## src/rtl/hazard_pkg.sv

```systemverilog
// Shared types for the MIPS hazard controller: forwarding selects, Tuse/Tnew
// encodings, the per-stage shadow record and small compare helpers.
package hazard_pkg;

    typedef enum logic [1:0] {
        FWD_RF = 2'd0,
        FWD_E  = 2'd1,
        FWD_M  = 2'd2,
        FWD_W  = 2'd3
    } fwd_sel_t;

    // Tuse: stage in which the operand is first consumed.
    localparam logic [1:0] TUSE_D = 2'd0;
    localparam logic [1:0] TUSE_E = 2'd1;
    localparam logic [1:0] TUSE_M = 2'd2;

    // Tnew: cycles after entering E until the result can be forwarded.
    localparam logic [1:0] TNEW_RDY  = 2'd0;
    localparam logic [1:0] TNEW_ALU  = 2'd1;
    localparam logic [1:0] TNEW_LOAD = 2'd2;

    typedef logic [4:0] reg_idx_t;

    typedef struct packed {
        reg_idx_t   dst;
        logic [1:0] tnew;
        reg_idx_t   rs;
        reg_idx_t   rt;
        logic       rs_use;
        logic       rt_use;
        logic       md;
        logic       div;
    } stage_t;

    function automatic logic [1:0] tnew_dec(input logic [1:0] t);
        return (t == TNEW_RDY) ? TNEW_RDY : t - 2'd1;
    endfunction

    // $0 is hardwired, so it never matches a producer.
    function automatic logic src_hit(input reg_idx_t dst, input reg_idx_t src);
        return (src != 5'd0) && (dst == src);
    endfunction

    function automatic fwd_sel_t fwd_select(input logic e_rdy, input logic m_rdy,
                                            input logic w_rdy);
        if (e_rdy)
            return FWD_E;
        else if (m_rdy)
            return FWD_M;
        else if (w_rdy)
            return FWD_W;
        else
            return FWD_RF;
    endfunction

endpackage

```

## src/rtl/hazard_ctrl_if.sv

```systemverilog
// D-stage hazard request bundle and the controller's stall/forward responses.
interface hazard_ctrl_if;
    import hazard_pkg::*;

    reg_idx_t   d_rs;
    reg_idx_t   d_rt;
    logic       d_rs_use;
    logic       d_rt_use;
    logic [1:0] d_tuse_rs;
    logic [1:0] d_tuse_rt;
    reg_idx_t   d_dst;
    logic [1:0] d_tnew;
    logic       d_md_start;
    logic       d_md_div;
    logic       d_md_use;

    logic       stall;
    fwd_sel_t   fwd_d_rs;
    fwd_sel_t   fwd_d_rt;
    fwd_sel_t   fwd_e_rs;
    fwd_sel_t   fwd_e_rt;
    logic       md_busy;

    modport master (
        output d_rs, d_rt, d_rs_use, d_rt_use, d_tuse_rs, d_tuse_rt,
               d_dst, d_tnew, d_md_start, d_md_div, d_md_use,
        input  stall, fwd_d_rs, fwd_d_rt, fwd_e_rs, fwd_e_rt, md_busy
    );

    modport slave (
        input  d_rs, d_rt, d_rs_use, d_rt_use, d_tuse_rs, d_tuse_rt,
               d_dst, d_tnew, d_md_start, d_md_div, d_md_use,
        output stall, fwd_d_rs, fwd_d_rt, fwd_e_rs, fwd_e_rt, md_busy
    );

endinterface

```

## src/rtl/hazard_ctrl_md_busy_cnt.sv

```systemverilog
// Multiply/divide busy window: loads the op latency as the op leaves E,
// then counts down to zero; busy while nonzero.
module md_busy_cnt #(
    parameter int MULT_CYCLES = 5,
    parameter int DIV_CYCLES  = 10,
    parameter int CNT_W       = 4
) (
    input  logic clk,
    input  logic reset,
    input  logic load,
    input  logic load_div,
    output logic busy
);

    logic [CNT_W-1:0] cnt;

    // NOTE: sequential state is written only with non-blocking assignments so
    // every flop samples its inputs as they were before the edge.
    always_ff @(posedge clk) begin
        if (reset)
            cnt <= '0;
        else if (load)
            cnt <= load_div ? CNT_W'(DIV_CYCLES) : CNT_W'(MULT_CYCLES);
        else if (cnt != '0)
            cnt <= cnt - CNT_W'(1);
    end

    assign busy = (cnt != '0);

endmodule

```

## src/rtl/hazard_ctrl.sv

```systemverilog
// Central hazard controller for the 5-stage MIPS pipeline. Define FWD_EN to
// enable bypassing; otherwise consumers wait until the producer has written back.
module hazard_ctrl
    import hazard_pkg::*;
#(
    parameter int MULT_CYCLES = 5,
    parameter int DIV_CYCLES  = 10,
    parameter int CNT_W       = 4
) (
    input logic          clk,
    input logic          reset,
    hazard_ctrl_if.slave bus
);

    stage_t     d_fields;
    stage_t     e_q;
    reg_idx_t   m_dst;
    logic [1:0] m_tnew;
    reg_idx_t   w_dst;

    logic       rs_stall;
    logic       rt_stall;
    logic       md_stall;
    logic       stall;
    logic       md_busy;

    fwd_sel_t   fwd_d_rs;
    fwd_sel_t   fwd_d_rt;
    fwd_sel_t   fwd_e_rs;
    fwd_sel_t   fwd_e_rt;

    assign d_fields = '{
        dst:    bus.d_dst,
        tnew:   bus.d_tnew,
        rs:     bus.d_rs,
        rt:     bus.d_rt,
        rs_use: bus.d_rs_use,
        rt_use: bus.d_rt_use,
        md:     bus.d_md_start,
        div:    bus.d_md_div
    };

    // Shadow pipeline; a stalled D slot turns into an all-zero bubble in E.
    always_ff @(posedge clk) begin
        if (reset) begin
            e_q    <= '0;
            m_dst  <= '0;
            m_tnew <= '0;
            w_dst  <= '0;
        end else begin
            w_dst  <= m_dst;
            m_dst  <= e_q.dst;
            m_tnew <= tnew_dec(e_q.tnew);
            e_q    <= stall ? '0 : d_fields;
        end
    end

`ifdef FWD_EN
    assign rs_stall = bus.d_rs_use &&
        ((src_hit(e_q.dst, bus.d_rs) && (e_q.tnew > bus.d_tuse_rs)) ||
         (src_hit(m_dst,   bus.d_rs) && (m_tnew   > bus.d_tuse_rs)));
    assign rt_stall = bus.d_rt_use &&
        ((src_hit(e_q.dst, bus.d_rt) && (e_q.tnew > bus.d_tuse_rt)) ||
         (src_hit(m_dst,   bus.d_rt) && (m_tnew   > bus.d_tuse_rt)));

    always_comb begin
        fwd_d_rs = fwd_select(src_hit(e_q.dst, bus.d_rs) && (e_q.tnew == TNEW_RDY),
                              src_hit(m_dst,   bus.d_rs) && (m_tnew   == TNEW_RDY),
                              src_hit(w_dst,   bus.d_rs));
        fwd_d_rt = fwd_select(src_hit(e_q.dst, bus.d_rt) && (e_q.tnew == TNEW_RDY),
                              src_hit(m_dst,   bus.d_rt) && (m_tnew   == TNEW_RDY),
                              src_hit(w_dst,   bus.d_rt));
        // E operands can only be sourced from older stages (M, then W).
        fwd_e_rs = fwd_select(1'b0,
                              e_q.rs_use && src_hit(m_dst, e_q.rs) && (m_tnew == TNEW_RDY),
                              e_q.rs_use && src_hit(w_dst, e_q.rs));
        fwd_e_rt = fwd_select(1'b0,
                              e_q.rt_use && src_hit(m_dst, e_q.rt) && (m_tnew == TNEW_RDY),
                              e_q.rt_use && src_hit(w_dst, e_q.rt));
    end
`else
    // No bypass network and no regfile write-through: hold until past W.
    assign rs_stall = bus.d_rs_use &&
        (src_hit(e_q.dst, bus.d_rs) || src_hit(m_dst, bus.d_rs) || src_hit(w_dst, bus.d_rs));
    assign rt_stall = bus.d_rt_use &&
        (src_hit(e_q.dst, bus.d_rt) || src_hit(m_dst, bus.d_rt) || src_hit(w_dst, bus.d_rt));

    assign fwd_d_rs = FWD_RF;
    assign fwd_d_rt = FWD_RF;
    assign fwd_e_rs = FWD_RF;
    assign fwd_e_rt = FWD_RF;

    logic unused_fwd_fields;
    assign unused_fwd_fields = ^{bus.d_tuse_rs, bus.d_tuse_rt, m_tnew,
                                 e_q.rs, e_q.rt, e_q.rs_use, e_q.rt_use};
`endif

    assign md_stall = bus.d_md_use && (e_q.md || md_busy);
    assign stall    = rs_stall || rt_stall || md_stall;

    md_busy_cnt #(
        .MULT_CYCLES (MULT_CYCLES),
        .DIV_CYCLES  (DIV_CYCLES),
        .CNT_W       (CNT_W)
    ) u_md_busy_cnt (
        .clk      (clk),
        .reset    (reset),
        .load     (e_q.md),
        .load_div (e_q.div),
        .busy     (md_busy)
    );

    assign bus.stall    = stall;
    assign bus.fwd_d_rs = fwd_d_rs;
    assign bus.fwd_d_rt = fwd_d_rt;
    assign bus.fwd_e_rs = fwd_e_rs;
    assign bus.fwd_e_rt = fwd_e_rt;
    assign bus.md_busy  = md_busy;

endmodule

```

## src/flat_wrapper.sv

```systemverilog
// flat-port wrapper written by rule: the top's interface ports become plain ports
module hazard_ctrl_flat import hazard_pkg::*;
#(
    parameter int MULT_CYCLES = 5,
    parameter int DIV_CYCLES  = 10,
    parameter int CNT_W       = 4
)
  (clk, reset, bus_d_rs, bus_d_rt, bus_d_rs_use, bus_d_rt_use, bus_d_tuse_rs, bus_d_tuse_rt, bus_d_dst, bus_d_tnew, bus_d_md_start, bus_d_md_div, bus_d_md_use, bus_stall, bus_fwd_d_rs, bus_fwd_d_rt, bus_fwd_e_rs, bus_fwd_e_rt, bus_md_busy);
  hazard_ctrl_if bus_i ();
  input logic clk;
  input logic reset;
  input wire logic [$bits(bus_i.d_rs)-1:0] bus_d_rs;
  input wire logic [$bits(bus_i.d_rt)-1:0] bus_d_rt;
  input wire logic [$bits(bus_i.d_rs_use)-1:0] bus_d_rs_use;
  input wire logic [$bits(bus_i.d_rt_use)-1:0] bus_d_rt_use;
  input wire logic [$bits(bus_i.d_tuse_rs)-1:0] bus_d_tuse_rs;
  input wire logic [$bits(bus_i.d_tuse_rt)-1:0] bus_d_tuse_rt;
  input wire logic [$bits(bus_i.d_dst)-1:0] bus_d_dst;
  input wire logic [$bits(bus_i.d_tnew)-1:0] bus_d_tnew;
  input wire logic [$bits(bus_i.d_md_start)-1:0] bus_d_md_start;
  input wire logic [$bits(bus_i.d_md_div)-1:0] bus_d_md_div;
  input wire logic [$bits(bus_i.d_md_use)-1:0] bus_d_md_use;
  output wire logic [$bits(bus_i.stall)-1:0] bus_stall;
  output wire logic [$bits(bus_i.fwd_d_rs)-1:0] bus_fwd_d_rs;
  output wire logic [$bits(bus_i.fwd_d_rt)-1:0] bus_fwd_d_rt;
  output wire logic [$bits(bus_i.fwd_e_rs)-1:0] bus_fwd_e_rs;
  output wire logic [$bits(bus_i.fwd_e_rt)-1:0] bus_fwd_e_rt;
  output wire logic [$bits(bus_i.md_busy)-1:0] bus_md_busy;
  assign bus_i.d_rs = bus_d_rs;
  assign bus_i.d_rt = bus_d_rt;
  assign bus_i.d_rs_use = bus_d_rs_use;
  assign bus_i.d_rt_use = bus_d_rt_use;
  assign bus_i.d_tuse_rs = bus_d_tuse_rs;
  assign bus_i.d_tuse_rt = bus_d_tuse_rt;
  assign bus_i.d_dst = bus_d_dst;
  assign bus_i.d_tnew = bus_d_tnew;
  assign bus_i.d_md_start = bus_d_md_start;
  assign bus_i.d_md_div = bus_d_md_div;
  assign bus_i.d_md_use = bus_d_md_use;
  assign bus_stall = bus_i.stall;
  assign bus_fwd_d_rs = bus_i.fwd_d_rs;
  assign bus_fwd_d_rt = bus_i.fwd_d_rt;
  assign bus_fwd_e_rs = bus_i.fwd_e_rs;
  assign bus_fwd_e_rt = bus_i.fwd_e_rt;
  assign bus_md_busy = bus_i.md_busy;
  hazard_ctrl #(.MULT_CYCLES(MULT_CYCLES), .DIV_CYCLES(DIV_CYCLES), .CNT_W(CNT_W)) u_core (.clk(clk), .reset(reset), .bus(bus_i));
endmodule
```

## config.mk

```make
export PLATFORM = sky130hd
export DESIGN_NAME = hazard_ctrl_flat
export DESIGN_NICKNAME = d
export VERILOG_FILES = /design/src/rtl/hazard_pkg.sv /design/src/rtl/hazard_ctrl_if.sv /design/src/rtl/hazard_ctrl_md_busy_cnt.sv /design/src/rtl/hazard_ctrl.sv /design/src/flat_wrapper.sv
export SDC_FILE = /design/constraint.sdc
export NUM_CORES = 1
export LEC_CHECK = 0
export CAP_MARGIN = 20
export CORE_ASPECT_RATIO = 0.75
export CORE_MARGIN = 2
export CORE_UTILIZATION = 49
export CTS_CLUSTER_SIZE = 24
export DETAILED_ROUTE_END_ITERATION = 16
export GPL_TIMING_DRIVEN = 0
export PLACE_DENSITY = 0.87
export RECOVER_POWER = 50
export SLEW_MARGIN = 10
export SYNTH_ARGS = -nofsm -noshare
export SYNTH_HDL_FRONTEND = slang
export SYNTH_SLANG_ARGS = --single-unit
```

## constraint.sdc

```tcl
create_clock -name clk -period 5.81 [get_ports clk]
set_input_delay 1.162 -clock clk [delete_from_list [all_inputs] [get_ports clk]]
set_output_delay 1.162 -clock clk [all_outputs]
set_load 0.01 [all_outputs]
```

==> metrics.txt, run 1 <==
required time worst endpoint 4.65 ns; vias in the first global route ~880; GRT Total Usage 0.1944; Iter 0 DRT Violations 34; Synth Instances 129; Tot Pwr about 0.43 mW; DRT Pass-1 Iters 4; top-count cell post-synth dfxtp_1; Ys Warns 0; CP Capture Type output pin; gpl congestion 0.9014; site row count 15; mean post-synth cell area 9.108 µm²; DR WL/cell ~13 µm; Max FO, Critical Path 8; reg2reg start u_core.u_md_busy_cnt.cnt[0]; DIE AREA ~2800 µm²; Final #Nets just under 200; CTS tree done; Max Slew Vio Count 0; most frequent CP cell clkdlybuf4s50_1; Met1 Wirelength approximately 1.1 mm; final antenna-violating net count 0; clk buf depth 2; RSZ-0062 raised after global routing false; share of cells above drive strength 1 0.08589; via count 970; final instance area around 1500 µm²; metal3 WL 174 µm; placed insts slightly below 200; worst setup margin between 1 and 1.5 ns; # IOs 38; CTS Hold Bufs 0; CP top delay family buffers and inverters; post-CTS setup buffers 0; Sink Count 21; leakage about 0.6 nW; post-cts sizing count 0; via/cell ratio around 5; Setup crit start bus_d_rs[2]; total CTS buffers 3; Rel. slew slack 0.5647; Final Cycle Share 0.8167; post-synthesis register bit count 21; CP Buf/Inv Count 2; Post-Synthesis Cell Area between 1000 and 1500 µm²; dpl cell area ~1500 µm²; Tightest Pin Transition 0.6499 ns; final setup TNS 0 ns; Final setup viols 0; Max Fclk approximately 210 MHz; H-tree depth 1; Die W between 60 and 70 µm; Power Density approximately 290 nW/µm²; maximum vdd drop ~0.17 mV; worst hold path class flip-flop to flip-flop; CTS clock-pin slew for the worst setup and hold paths between 0.1 and 0.15 ns; Core Footprint 2290 µm²; CP Capture Point bus_stall; multi-input logic area around 700 µm²; Min Clock Period, post-route approximately 4.7 ns; Synth cell types 26; met2 wire length approximately 1.2 mm; first-pass GRT wire length just under 4 mm; Cell Count, Final, Fillers Out 197; CP Class input pin to output pin; Async SR Flop Fraction 0; Place WS between 1 and 1.5 ns; Die Height 46.41 µm; register area between 400 and 500 µm²; Max Used Layer met4; Synth top area share 0.3578; Starting Density 0.5131; Final Hold Viols 0; R2R depth 8; most frequent cells after synthesis 21 x dfxtp_1, 17 x xor2_1, 16 x xnor2_1; Critical Path AT ~3.6 ns; register area share after synthesis 0.3578; CP peak stage delay 0.57 ns; CP Cell Sequence clkdlybuf4s50_1, xor2_1, nor3_1, nand3_1, a31oi_1, or3b_1, clkdlybuf4s50_1; status completed; reg2reg setup slack 4.01 ns; top cells by area, synth dfxtp_1 36%, xor2_1 13%, xnor2_1 12%; Synth-to-Final Area Change 27.80%; dominant synthesized flop cell dfxtp_1; initial antenna violation count 0; filler instances 205; critical path depth 7; I/O Buffers 23; CTS Root Buffer Type clkbuf_4; clock skew between 0.004 and 0.005 ns; Remaining DRCs 0; CP max-delay cell a31oi_1; final wirelength around 2.5 mm; reg2reg end u_core.e_q[1]; total gr overflow 0; Yosys top cell by area dfxtp_1; Max Cap Viol 0; Worst Setup Start Kind input pin; dpl hpwl 2.029 mm; number of diodes 0; Worst-Skew Late Latency 0.30 ns; number of flops mapped to enable cells by yosys 0; largest net degree at the start of global routing 13
worst register-to-register path: stages (launching register included):
cell and delay [ns]:
dfxtp_1 0.35, inv_1 0.09, ha_1 0.13, or3b_1 0.33, clkbuf_1 0.17, o21ai_1 0.20
o31a_4 0.23, nand3b_1 0.08, nor3_1 0.14
layout by cell type, fill, tap and decap left out, drive strengths merged, types with 2 or more instances in the layout:
master,Yosys,final
ha,2,2
nor3,13,13
or4,2,2
xnor2,16,16
conb,1,8
nand2,2,2
or3b,2,2
nor2b,11,11
clkdlybuf4s50,0,22
nor2,4,4
nand3,6,6
dfxtp,21,21
buf,8,8
clkbuf,3,6
o21ai,3,3
a21oi,3,3
nand3b,7,7
xor2,17,17
inv,2,2
cell families (layout without fill, tap and decap cells):
| group | count (synthesis) | count (layout) | share of synthesized area |
|---|---|---|---|
| AND/OR/NAND/NOR | 48 | 48 | 0.2364 |
| XOR/XNOR | 33 | 33 | 0.2460 |
| buffers and inverters | 13 | 40 | 0.06710 |
| other | 1 | 8 | 0.003192 |
| AO/OA/AOI/OAI | 11 | 11 | 0.06816 |
| flip-flops | 21 | 21 | 0.3578 |
| adder cells (fa/ha/maj) | 2 | 2 | 0.02130 |
routing by layer:
metal | vias up | global-route usage
met5 | - | 0
li1 | 483 | -
met2 | 46 | 0.3283
met3 | 4 | 0.04775
met4 | 0 | 0.08696
met1 | 437 | 0.2368
worst min path at each step:
stage,startpoint,to,cells after the start
floorplan,u_core.e_q[0],u_core.u_md_busy_cnt.cnt[1],2
global placement,u_core.e_q[18],u_core.m_dst[2],1
detailed placement,u_core.e_q[18],u_core.m_dst[2],1
CTS,u_core.e_q[18],u_core.m_dst[2],1
global route,u_core.e_q[18],u_core.m_dst[2],1
finish,u_core.e_q[18],u_core.m_dst[2],1
final cells by class:
class | count | share of cell area
clock buffer | 3 | 0.01500
sequential | 21 | 0.2800
multi-input combinational | 102 | 0.4675
buffer | 11 | 0.04750
clock inverter | 1 | 0.003333
timing repair buffer | 23 | 0.1533
inverter | 2 | 0.005000
tap | 34 | 0.02833
flip-flops by register name (all words and copies together), names as in the netlist:
register / cells
u_core.e_q: 7
u_core.m_dst: 5
u_core.u_md_busy_cnt.cnt: 4
u_core.w_dst: 5
metrics by stage:
step / util / hold WS, ns
2_1_floorplan: - / 0.4716
3_3_place_gp: 0.6437 / 0.4935
3_5_place_dp: 0.6437 / 0.4986
4_1_cts: 0.6557 / 0.5148
5_1_grt: 0.6557 / 0.5278
6_report: 0.6557 / 0.5098
report_power, final:
group,internal [mW],switching (mW)
logic,0.0962,0.0816
registers,0.166,0.0210
clock network,0.0256,0.0417
No activity file was read; power rests on OpenSTA's default activity.
==> run 2, diff against run 1 <==
--- a/config.mk
+++ b/config.mk
@@ -8,11 +8,11 @@
 export CAP_MARGIN = 20
 export CORE_ASPECT_RATIO = 0.75
 export CORE_MARGIN = 2
-export CORE_UTILIZATION = 49
+export CORE_UTILIZATION = 45
 export CTS_CLUSTER_SIZE = 24
 export DETAILED_ROUTE_END_ITERATION = 16
 export GPL_TIMING_DRIVEN = 0
-export PLACE_DENSITY = 0.87
+export PLACE_DENSITY = 0.81
 export RECOVER_POWER = 50
 export SLEW_MARGIN = 10
 export SYNTH_ARGS = -nofsm -noshare
==> constraint.sdc (replaced) <==
create_clock -name clk -period 4.8 [get_ports clk]
set_input_delay 0.96 -clock clk [delete_from_list [all_inputs] [get_ports clk]]
set_output_delay 0.96 -clock clk [all_outputs]
set_load 0.01 [all_outputs]
==> metrics.txt, run 2 (synthesized netlist as in run 1, its figures left out) <==
status completed; Rel. slew slack 0.5220 (-0.04267); Die W 63 µm (+4.1%); final antenna-violating net count 0 (unchanged); CTS clock-pin slew for the worst setup and hold paths 0.10 ns (about the same); via count 945 (-2.6%); Worst-Skew Late Latency 0.29 ns (about the same); initial antenna violation count 0 (unchanged); Final #Nets 194 (unchanged); Core Footprint 2542 µm² (+11%); Final Hold Viols 0 (unchanged); dpl hpwl 2.014 mm (-0.77%); multi-input logic area 701.9 µm² (unchanged); Max Used Layer met3; Remaining DRCs 0 (unchanged); leakage 0.6088 nW (-0.45%); final setup TNS 0 ns (unchanged); via/cell ratio 4.749 (-3.6%); clock skew 0.005775 ns (+0.001445 ns); CP Capture Type output pin; Power Density 348.8 nW/µm² (+21%); final instance area 1503 µm² (about the same); register area 420.4 µm² (unchanged); Final setup viols 0 (unchanged); final wirelength 2.409 mm (-2.4%); top register by number of flip-flops u_core.e_q; Iter 0 DRT Violations 64 (+88%); NetSw 0.1742 mW (+21%); metal3 WL 153 µm (-12%); Worst Setup Start Kind input pin; Combinational Power Share 0.409 (-0.002); Met1 Wirelength 1.124 mm (+5.4%); Top Registers u_core.e_q: 7 flops, u_core.m_dst: 5 flops, u_core.w_dst: 5 flops; DRT Pass-1 Iters 4 (unchanged); total CTS buffers 3 (unchanged); Tightest Pin Transition 0.7137 ns (+0.06371 ns); post-CTS setup buffers 0 (unchanged); GRT Total Usage 0.1703 (-0.02406); RSZ-0062 raised after global routing false; Max Fclk around 230 MHz; commonest non-fill, non-tap cell in the layout clkdlybuf4s50_1; CP Class input pin to output pin; vias in the first global route 847 (-4.0%); internal power 0.3499 mW (+21%); DR WL/cell 12.11 µm (-3.4%); site row count 16 (+1); CTS tree done; post-cts sizing count 0 (unchanged); required time worst endpoint 3.84 ns (-0.81 ns); switch share 0.3324 (-0.001328); Max FO, Critical Path 8 (unchanged); largest net degree at the start of global routing 12 (-1); met2 wire length 1.131 mm (-4.2%); total gr overflow 0 (unchanged); dpl cell area 1476 µm² (+0.17%); Synth-to-Final Area Change 27.90% (about the same); number of diodes 0 (unchanged); I/O Buffers 23 (unchanged); share of cells above drive strength 1 0.07975 (-0.006135); CTS Hold Bufs 0 (unchanged); Reg power frac 0.439 (+0.006); gpl congestion 0.9342 (+3.6%); Max Slew Vio Count 0 (unchanged); clk buf depth 2 (unchanged); first-pass GRT wire length 3.808 mm (-1.1%); Critical Path AT 3.33 ns (-0.25 ns); Sink Count 21 (unchanged); Max Cap Viol 0 (unchanged); DIE AREA 3040 µm² (+8.2%); clock share of power 0.152 (-0.004); worst hold path class flip-flop to flip-flop; H-tree depth 1 (unchanged); maximum vdd drop 0.1594 mV (-6.1%); Final Cycle Share 0.8940; # IOs 38 (unchanged); Tot Pwr 0.5241 mW (+21%); Min Clock Period, post-route approximately 4.3 ns; most frequent cells in the layout 22 x clkdlybuf4s50_1, 21 x dfxtp_1, 17 x xor2_1; Die Height 48.25 µm (+4.0%); max reg flops 7 (unchanged); CTS Root Buffer Type clkbuf_4; filler instances 219 (+6.8%); Starting Density 0.4621 (-0.05101)
## run 2: cell count changes in the layout (fill, tap and decap cells not counted)
cell	change
clkbuf_1	+1
clkinv_2	-1
## run 2: path summary, 6_finish.rpt
kind	slack, ns	startpoint	end	cells past startpoint
worst max-delay path	0.51	bus_d_rs[2]	bus_stall	7
worst min-delay path	0.53	u_core.m_dst[1]	u_core.w_dst[1]	1
worst max register to register	3.00	u_core.u_md_busy_cnt.cnt[0]	u_core.e_q[17]	8
worst min register to register	0.53	u_core.m_dst[1]	u_core.w_dst[1]	1
## run 2: final cells by class
cell class | count | area share
multi-input cells | 102 | 0.4671
inverters | 2 | 0.004996
repair buffers | 23 | 0.1532
clock buffers | 4 | 0.01749
plain buffers | 11 | 0.04746
flip-flops and latches | 21 | 0.2798
well taps | 36 | 0.02998
## run 2: metrics by stage
| stage | hold slack [ns] | worst slack (ns) | utilization | cells |
|---|---|---|---|---|
| 6_report | 0.5251 | 0.5086 | 0.5910 | 199 |
| 5_1_grt | 0.5476 | 0.3449 | 0.5910 | 199 |
| 4_1_cts | 0.5254 | 0.5209 | 0.5910 | 199 |
| 3_5_place_dp | 0.5094 | 0.5357 | 0.5807 | 195 |
| 3_3_place_gp | 0.5070 | 0.5589 | 0.5807 | 195 |
| 2_1_floorplan | 0.4716 | 1.624 | - | 136 |
## run 2: metal layers
metal | vias to the layer above | global-route usage
li1 | 486 | -
met1 | 426 | 0.2127
met2 | 33 | 0.3149
met3 | 0 | 0.03695
met4 | 0 | 0.04000
met5 | - | 0
## run 2: power by group through the flow
stage	combinational [mW]	clock [mW]	sequential [mW]
global route	0.239	0.0915	0.234
global placement	0.205	0	0.231
detailed placement	0.213	0	0.234
floorplan	0.151	0	0.224
finish	0.215	0.0796	0.230
CTS	0.215	0.0820	0.230
## run 2: critical path, stage by stage
cell and delay (ns):
clkdlybuf4s50_1 0.50, xor2_1 0.20, nor3_1 0.23, nand3_1 0.09, a31oi_1 0.61, or3b_1 0.21, clkdlybuf4s50_1 0.53
